**src/rtl/rvv_uop_sequencer_if.sv**
```systemverilog
// rvv_uop_sequencer_if: instruction-in / uop-out handshake bundle for the RVV uop sequencer
interface rvv_uop_sequencer_if #(parameter int REG_IDX_W = 5, parameter int UOP_IDX_W = 3);
  logic                 inst_valid;
  logic                 inst_ready;
  logic [2:0]           inst_lmul;
  logic                 inst_widen;
  logic                 inst_vs1_vec;
  logic [REG_IDX_W-1:0] inst_vd;
  logic [REG_IDX_W-1:0] inst_vs1;
  logic [REG_IDX_W-1:0] inst_vs2;
  logic                 uop_valid;
  logic                 uop_ready;
  logic [REG_IDX_W-1:0] uop_vd;
  logic [REG_IDX_W-1:0] uop_vs1;
  logic [REG_IDX_W-1:0] uop_vs2;
  logic [UOP_IDX_W-1:0] uop_index;
  logic                 uop_last;
  modport master (
    input  inst_valid, inst_lmul, inst_widen, inst_vs1_vec, inst_vd, inst_vs1, inst_vs2, uop_ready,
    output inst_ready, uop_valid, uop_vd, uop_vs1, uop_vs2, uop_index, uop_last
  );
  modport slave (
    output inst_valid, inst_lmul, inst_widen, inst_vs1_vec, inst_vd, inst_vs1, inst_vs2, uop_ready,
    input  inst_ready, uop_valid, uop_vd, uop_vs1, uop_vs2, uop_index, uop_last
  );
endinterface

```
**src/rtl/rvv_uop_sequencer.sv**
```systemverilog
// rvv_uop_sequencer: splits a decoded RVV ALU instruction into per-register-group uops
module rvv_uop_sequencer #(
  parameter int REG_IDX_W = 5,
  parameter int UOP_IDX_W = 3
) (
  input  logic clk,
  input  logic rst,
  input  logic flush,
  output logic illegal,
  output logic busy,
  rvv_uop_sequencer_if.master io
);
  typedef enum logic {IDLE, ISSUE} state_t;
  state_t state, state_n;
  logic [REG_IDX_W-1:0] vd_r, vs1_r, vs2_r, off1, off2;
  logic [UOP_IDX_W-1:0] last_r, last_n, nxt;
  logic [2:0] k;
  logic widen_r, vec_r, ill, acc, hs;
  assign busy = state == ISSUE;
  assign io.uop_valid = busy;
  // k = log2(uop count); fractional LMUL always yields a single uop
  always_comb begin
    k = io.inst_lmul[2] ? 3'd0 : {1'b0, io.inst_lmul[1:0]} + {2'b0, io.inst_widen};
    ill = (io.inst_lmul[2] && !io.inst_lmul[1]) || (io.inst_widen && io.inst_lmul == 3'b011);
    last_n = UOP_IDX_W'((32'd1 << k) - 32'd1);
    io.inst_ready = !rst && !flush && (state == IDLE || (io.uop_valid && io.uop_ready && io.uop_last));
    acc = io.inst_valid && io.inst_ready;
    hs = io.uop_valid && io.uop_ready;
    nxt = io.uop_index + UOP_IDX_W'(1);
    off1 = REG_IDX_W'(nxt);
    off2 = widen_r ? off1 >> 1 : off1;
    state_n = flush ? IDLE : acc ? (ill ? IDLE : ISSUE) : (hs && io.uop_last) ? IDLE : state;
  end
  always_ff @(posedge clk or posedge rst)
    if (rst) state <= IDLE;
    else state <= state_n;
  always_ff @(posedge clk or posedge rst) begin
    if (rst) begin
      illegal <= 1'b0;
      vd_r <= '0;
      vs1_r <= '0;
      vs2_r <= '0;
      widen_r <= 1'b0;
      vec_r <= 1'b0;
      last_r <= '0;
      io.uop_vd <= '0;
      io.uop_vs1 <= '0;
      io.uop_vs2 <= '0;
      io.uop_index <= '0;
      io.uop_last <= 1'b0;
    end else begin
      illegal <= acc && ill;
      if (acc && !ill) begin
        vd_r <= io.inst_vd;
        vs1_r <= io.inst_vs1;
        vs2_r <= io.inst_vs2;
        widen_r <= io.inst_widen;
        vec_r <= io.inst_vs1_vec;
        last_r <= last_n;
        io.uop_vd <= io.inst_vd;
        io.uop_vs1 <= io.inst_vs1;
        io.uop_vs2 <= io.inst_vs2;
        io.uop_index <= '0;
        io.uop_last <= last_n == '0;
      end else if (!flush && hs && !io.uop_last) begin
        io.uop_vd <= vd_r + off1;
        io.uop_vs2 <= vs2_r + off2;
        io.uop_vs1 <= vec_r ? vs1_r + off2 : vs1_r;
        io.uop_index <= nxt;
        io.uop_last <= nxt == last_r;
      end
    end
  end
endmodule

```
**src/flat_wrapper.sv**
```systemverilog
// flat-port wrapper written by rule: the top's interface ports become plain ports
module rvv_uop_sequencer_flat 
#(
  parameter int REG_IDX_W = 5,
  parameter int UOP_IDX_W = 3
)
  (clk, rst, flush, illegal, busy, io_inst_valid, io_inst_lmul, io_inst_widen, io_inst_vs1_vec, io_inst_vd, io_inst_vs1, io_inst_vs2, io_uop_ready, io_inst_ready, io_uop_valid, io_uop_vd, io_uop_vs1, io_uop_vs2, io_uop_index, io_uop_last);
  rvv_uop_sequencer_if #(.REG_IDX_W(REG_IDX_W), .UOP_IDX_W(UOP_IDX_W)) io_i ();
  input  logic clk;
  input  logic rst;
  input  logic flush;
  output logic illegal;
  output logic busy;
  input wire logic [$bits(io_i.inst_valid)-1:0] io_inst_valid;
  input wire logic [$bits(io_i.inst_lmul)-1:0] io_inst_lmul;
  input wire logic [$bits(io_i.inst_widen)-1:0] io_inst_widen;
  input wire logic [$bits(io_i.inst_vs1_vec)-1:0] io_inst_vs1_vec;
  input wire logic [$bits(io_i.inst_vd)-1:0] io_inst_vd;
  input wire logic [$bits(io_i.inst_vs1)-1:0] io_inst_vs1;
  input wire logic [$bits(io_i.inst_vs2)-1:0] io_inst_vs2;
  input wire logic [$bits(io_i.uop_ready)-1:0] io_uop_ready;
  output wire logic [$bits(io_i.inst_ready)-1:0] io_inst_ready;
  output wire logic [$bits(io_i.uop_valid)-1:0] io_uop_valid;
  output wire logic [$bits(io_i.uop_vd)-1:0] io_uop_vd;
  output wire logic [$bits(io_i.uop_vs1)-1:0] io_uop_vs1;
  output wire logic [$bits(io_i.uop_vs2)-1:0] io_uop_vs2;
  output wire logic [$bits(io_i.uop_index)-1:0] io_uop_index;
  output wire logic [$bits(io_i.uop_last)-1:0] io_uop_last;
  assign io_i.inst_valid = io_inst_valid;
  assign io_i.inst_lmul = io_inst_lmul;
  assign io_i.inst_widen = io_inst_widen;
  assign io_i.inst_vs1_vec = io_inst_vs1_vec;
  assign io_i.inst_vd = io_inst_vd;
  assign io_i.inst_vs1 = io_inst_vs1;
  assign io_i.inst_vs2 = io_inst_vs2;
  assign io_i.uop_ready = io_uop_ready;
  assign io_inst_ready = io_i.inst_ready;
  assign io_uop_valid = io_i.uop_valid;
  assign io_uop_vd = io_i.uop_vd;
  assign io_uop_vs1 = io_i.uop_vs1;
  assign io_uop_vs2 = io_i.uop_vs2;
  assign io_uop_index = io_i.uop_index;
  assign io_uop_last = io_i.uop_last;
  rvv_uop_sequencer #(.REG_IDX_W(REG_IDX_W), .UOP_IDX_W(UOP_IDX_W)) u_core (.clk(clk), .rst(rst), .flush(flush), .illegal(illegal), .busy(busy), .io(io_i));
endmodule
```
**config.mk**
```make
export PLATFORM = sky130hd
export DESIGN_NAME = rvv_uop_sequencer_flat
export DESIGN_NICKNAME = d
export VERILOG_FILES = /design/src/rtl/rvv_uop_sequencer_if.sv /design/src/rtl/rvv_uop_sequencer.sv /design/src/flat_wrapper.sv
export SDC_FILE = /design/constraint.sdc
export NUM_CORES = 1
export LEC_CHECK = 0
export CAP_MARGIN = 10
export CORE_MARGIN = 3
export CORE_UTILIZATION = 50
export CTS_CLUSTER_SIZE = 30
export DETAILED_ROUTE_END_ITERATION = 16
export MAX_ROUTING_LAYER = met4
export PLACE_DENSITY = 0.79
export SYNTH_ARGS = -nofsm -noshare
export SYNTH_HDL_FRONTEND = slang
export SYNTH_SLANG_ARGS = --single-unit
```
**constraint.sdc**
```tcl
create_clock -name clk -period 3.2 [get_ports clk]
set_input_delay 0.48 -clock clk [delete_from_list [all_inputs] [get_ports clk]]
set_output_delay 0.48 -clock clk [all_outputs]
set_load 0.01 [all_outputs]
```
# Word level (Yosys, flattened, before mapping)
# Index checks and enable logic that the tools add are counted.
# totals
ff_bits	41
inputBits	25
output_inout_bits	23
elab_cells	61
# classes
n_addsub	6
eq_ne	2
shift	1
mux	17
n_bitwise	1
n_reduce_logical	21
# op_table
op	n
two-way mux 5 bit	7
two-way mux 3 bit	4
logical AND 1 bit	11
adder 5 bit	2
two-way mux 1 bit	6
adder 5 x 3 -> 5 bit	1
zero test 1 bit	5
adder 2 x 1 -> 3 bit	1
adder 3 x 1 -> 3 bit (second input constant)	1
== test 3 x 2 -> 1 bit (second input constant)	1
== test 3 bit	1
zero test 3 bit	1
nonzero test 3 bit	1
left shift 1 x 3 -> 3 bit (first input constant)	1
subtractor 3 x 1 -> 3 bit (second input constant)	1
logical OR 1 bit	2
nonzero test 2 bit	1
NOT 1 bit	1

# Longest topological paths before layout
# logic_depth
depth_word	7
ltp_mapped	9

# Worst setup path before layout
# No wires, ideal clock.
# synth_timing
path_kind	register -> register
startpoint	register u_core.io.uop_index[0]
endpoint	register u_core.io.uop_vs1[2]
setup_time_ns	0.078
t_arrival_ns	2.202
required_time_ns	3.122
slack_ns	0.920
stages_incl_launch_ff	10
path_buffers	0
cell_sequence	dfrtp_1 ha_1 nand2_1 o21ai_0 ha_1 fa_1 xnor2_1 a211oi_1 a221oi_1 a21oi_1
# synth_between
elab_chain_len	6
# synth_rtl
element	line_no	text
start, declared	rvv_uop_sequencer_if.sv:20	output inst_ready, uop_valid, uop_vd, uop_vs1, uop_vs2, uop_index, uop_last
start signal, assigned	rvv_uop_sequencer.sv:69	io.uop_index <= nxt;
adder 3 x 1 -> 3 bit	rvv_uop_sequencer.sv:29	nxt = io.uop_index + UOP_IDX_W'(1);
two-way mux 3 bit	rvv_uop_sequencer.sv:31	off2 = widen_r ? off1 >> 1 : off1;
adder 5 bit	rvv_uop_sequencer.sv:68	io.uop_vs1 <= vec_r ? vs1_r + off2 : vs1_r;
two-way mux 5 bit	rvv_uop_sequencer.sv:68	
two-way mux 5 bit	rvv_uop_sequencer.sv:65	end else if (!flush && hs && !io.uop_last) begin
two-way mux 5 bit	rvv_uop_sequencer.sv:53	if (acc && !ill) begin
end signal, assigned	rvv_uop_sequencer.sv:61	io.uop_vs1 <= io.inst_vs1;
end signal, assigned	rvv_uop_sequencer.sv:68	
end, declared	rvv_uop_sequencer_if.sv:20	
# No other way between the ends. The select of a mux whose other input is x is not followed.
# A chain may end at the register's enable or synchronous reset.

# Final worst setup path
# layout_timing
startpoint	input port io_inst_widen
endpoint	register u_core.io.uop_last
# layout_between
elab_chain_len	6
elab_cells_between_ends	11
cone_classes	2 x add/sub; 1 x shift; 2 x mux; 6 x reduce/logical
# layout_rtl
element	line_no	text
start, declared	flat_wrapper.sv:16	input wire logic [$bits(io_i.inst_widen)-1:0] io_inst_widen;
adder 2 x 1 -> 3 bit	rvv_uop_sequencer.sv:23	k = io.inst_lmul[2] ? 3'd0 : {1'b0, io.inst_lmul[1:0]} + {2'b0, io.inst_widen};
two-way mux 3 bit	rvv_uop_sequencer.sv:23	
left shift 1 x 3 -> 3 bit	rvv_uop_sequencer.sv:25	last_n = UOP_IDX_W'((32'd1 << k) - 32'd1);
subtractor 3 x 1 -> 3 bit	rvv_uop_sequencer.sv:25	
zero test 3 bit	rvv_uop_sequencer.sv:64	io.uop_last <= last_n == '0;
two-way mux 1 bit	rvv_uop_sequencer.sv:53	
end signal, assigned	rvv_uop_sequencer.sv:70	io.uop_last <= nxt == last_r;
end, declared	rvv_uop_sequencer_if.sv:20	
# Parallel ways exist; a longest one is shown, timed or not.

==> summary.md <==
| Metric | Value |
|---|---|
| Worst slack at placement | between 0.4 and 0.5 ns |
| Drt drc | 0 |
| Layout cells sized above 1 | 0.09294 |
| Avg Vias per Cell | 5.442 |
| Sequential cell area fraction in the yosys report | 0.4528 |
| Most common cell after layout, fill and taps aside | sky130_fd_sc_hd__clkdlybuf4s50_1 |
| Synth Instances | 220 |
| Via count of the routed design | between 1,500 and 2,000 |
| Reg-to-Reg Start | u_core.io.uop_index[0] |
| Total I/O pin count | 48 |
| Crit start category | input pin |
| Met1 demand-to-capacity share in global routing | 0.2815 |
| Setup repair after global routing missed its margin | false |
| Startpoint of the worst hold path | u_core.vs2_r[2] |
| Clock Skew | between 0.007 and 0.008 ns |
| Vertical die dimension | between 70 and 80 um |
| Most heavily used metal layer in global routing | met2 |
| # hold bufs at CTS | 0 |
| Fill count | roughly 320 |
| Final ANT Viol Nets | 0 |
| Last weighted congestion value of the routability-driven placer | 0.7635 |
| Summed instance area of the synthesized netlist | approximately 2300 um2 |
| Final net count | 310 |
| Core Rows | 23 |
| Placed cell areas | between 2000 and 3000 um2 |
| CTS HTree Levels | 2 |
| Crit Path Class | input pin to register |
| Layout Area Growth over Synthesis | 27.06% |
| GRT met3 Usage | 0.04104 |
| Core area | approximately 4200 um2 |
| Total area of sequential cells | approximately 1000 um2 |
| Slew at the pin with the worst max-slew slack | about 0.50 ns |
| Met2 demand-to-capacity share in global routing | 0.2969 |
| Placed wire-length estimate | 3406 um |
| Post-route clock period utilization | 0.7763 |
| Critical-path maximum fanout | 3 |
| Max Fclk | slightly above 400 MHz |
| Number of cells after detailed placement | between 300 and 400 |
| Hold violation total from the final report | 0 |
| Final count of pins violating max slew | 0 |
| Mean post-synth cell area | approximately 10 um2 |
| Buffers on Ports | between 40 and 50 |
| Final wirelength | about 4800 um |
| Power density over cell area | a little under 600 nW/um2 |
| Net Count, Synth | 262 |
| Wire length of the first global-routing pass | roughly 8000 um |
| Crit end category | register |
| Final Instance Area | between 2000 and 3000 um2 |
| Length of the first detailed-routing pass in iterations | 4 |
| Worst Hold Class | register to register |
| Number of buffers on the longest clock path | 2 |
| Static leakage | 0.001270 uW |
| Post-synthesis sequential element count | 41 |
| Residual overflow from global routing | 0 |
| Number of non-filler instances in the completed layout | 319 |
| Post-route worst setup slack | between 0.7 and 0.8 ns |
| Number of DRC markers after the initial detailed-route iteration | 109 |
| Max Cap Viol | 0 |
| Critical path data required time | about 3.4 ns |
| Distinct cells, synth | 33 |
| Via count of the first global-routing pass | 1,680 |
| Post-cts gate resize count | 0 |
| Die area | between 5000 and 6000 um2 |
| Time the final worst path needs with I/O delays and setup | around 2.5 ns |
| Clock latency at the later pin of the worst-skew pair | ~0.29 ns |
| Clock tree from TritonCTS | built |
| Overall fraction of global-route tracks in use | 0.1996 |
| Number of setup buffers added after CTS | 0 |
| Post-DR wirelength/cell | roughly 15 um |
| Crit path from | io_inst_widen |
| Cts bufs inserted | 5 |
| Setup TNS | 0 ns |
| Largest net degree at the start of global routing | 30 |
| Number of antenna violations at the first check in global routing | 0 |
| Die W | 73.32 um |
| WP data arrival | ~2.7 ns |
| Worst max-slew margin expressed relative to the limit | 0.6687 |
| Number of clock sinks | 41 |
| Multi-input combinational cell area | approximately 1100 um2 |
| Result of the run | finished clean |
| Final Setup Violations | 0 |
| Clk Tree Root Cell | sky130_fd_sc_hd__clkbuf_8 |
| Commonest cells after routing, fill and taps aside | sky130_fd_sc_hd__clkdlybuf4s50_1, sky130_fd_sc_hd__dfrtp_1, sky130_fd_sc_hd__o21ai_0 |
| Smallest hold slack | roughly 0.51 ns |
| Starting Density | 0.5430 |
| Warning count from the yosys run | 0 |
| Clk slew on worst S/H paths | 0.08 ns |
| Max IR drop VDD | 0.3935 mV |
| Diode insertion count for antenna repair | 0 |
## where the power goes
part / switching, uW / internal [uW] / total, uW
combinational: 254 / 324 / 578
clock: 180 / 195 / 376
sequential: 95.0 / 639 / 734
## logic make-up after synthesis
group                      Yosys count  share of synthesized area
AOI/OAI and AO/OA                   51                     0.1342
and+or+nand+nor                     50                     0.1132
DFF                                 41                     0.4528
buffers and inverters               29                    0.05743
muxes                               17                    0.08062
adders and majority gates           17                     0.1038
xor gates and xnor gates            15                    0.05798
## worst max-delay path, cell delays in order
cell and delay [ns]:
sky130_fd_sc_hd__clkdlybuf4s50_1 0.44, sky130_fd_sc_hd__ha_1 0.21, sky130_fd_sc_hd__ha_1 0.29, sky130_fd_sc_hd__or4b_2 0.64
sky130_fd_sc_hd__ha_1 0.21, sky130_fd_sc_hd__xnor2_1 0.22, sky130_fd_sc_hd__nand2_1 0.08, sky130_fd_sc_hd__mux2i_1 0.13
## registers in the layout (all words and copies together), names as in the netlist, 3 cells and up
name	flops
u_core.io.uop_vs1	5
u_core.io.uop_vd	5
u_core.io.uop_vs2	5
u_core.io.uop_index	3
u_core.vs2_r	5
u_core.vd_r	5
u_core.vs1_r	5
u_core.last_r	3
## per-stage QoR
stage,util,total power (uW)
after global placement,0.6657,1302
after CTS,0.6900,1693
after global routing,0.6900,1801
final,0.6900,1687
after floorplan,-,1081
after detailed placement,0.6657,1318
## path summary, 6_finish.rpt
kind                            slack [ns]                    to  cells past startpoint
min in group asynchronous             0.62      u_core.last_r[1]                      2
worst max register to register        0.74  u_core.io.uop_vs1[2]                      9
worst min-delay path                  0.51       u_core.vs2_r[2]                      1
worst min register to register        0.51       u_core.vs2_r[2]                      1
max in group asynchronous             1.82  u_core.io.uop_vs2[0]                      3
worst max-delay path                  0.72    u_core.io.uop_last                      8
## layout make-up
cell class | count | area share
Clock buffer | 7 | 0.03346
Inverter | 17 | 0.02216
Tap cell | 50 | 0.02173
Clock inverter | 1 | 0.001738
Multi-Input combinational cell | 150 | 0.3855
Timing Repair Buffer | 53 | 0.1791
Sequential cell | 41 | 0.3564
## cells in the mapped netlist, drive strengths merged
cell / n / area share
o211ai: 2 / 0.0066
fa: 3 / 0.027
buf: 5 / 0.018
nor3: 2 / 0.0044
a41oi: 1 / 0.0039
a21oi: 14 / 0.031
clkbuf: 7 / 0.012
a21boi: 1 / 0.0050
o21ai: 22 / 0.049
a21o: 4 / 0.013
nand3: 13 / 0.029
inv: 17 / 0.028
nand4bb: 1 / 0.0050
xnor2: 12 / 0.046
or4b: 1 / 0.0044
mux2i: 7 / 0.031
o221ai: 4 / 0.015
nor2: 12 / 0.020
xor2: 3 / 0.012
a221oi: 1 / 0.0039
dfrtp: 41 / 0.45
nand2: 16 / 0.027
ha: 14 / 0.077
a211oi: 2 / 0.0066
nor2b: 1 / 0.0028
nor4bb: 1 / 0.0044
mux2: 10 / 0.050
nor4b: 2 / 0.014
and2: 1 / 0.0028
## metal layers
layer | vias to the layer above | routed length [um]
li1 | 858 | -
met1 | 824 | 2251
met2 | 47 | 2161
met3 | 7 | 287
met4 | 0 | 51
met5 | - | 0
(Power assumes the default switching activity.)
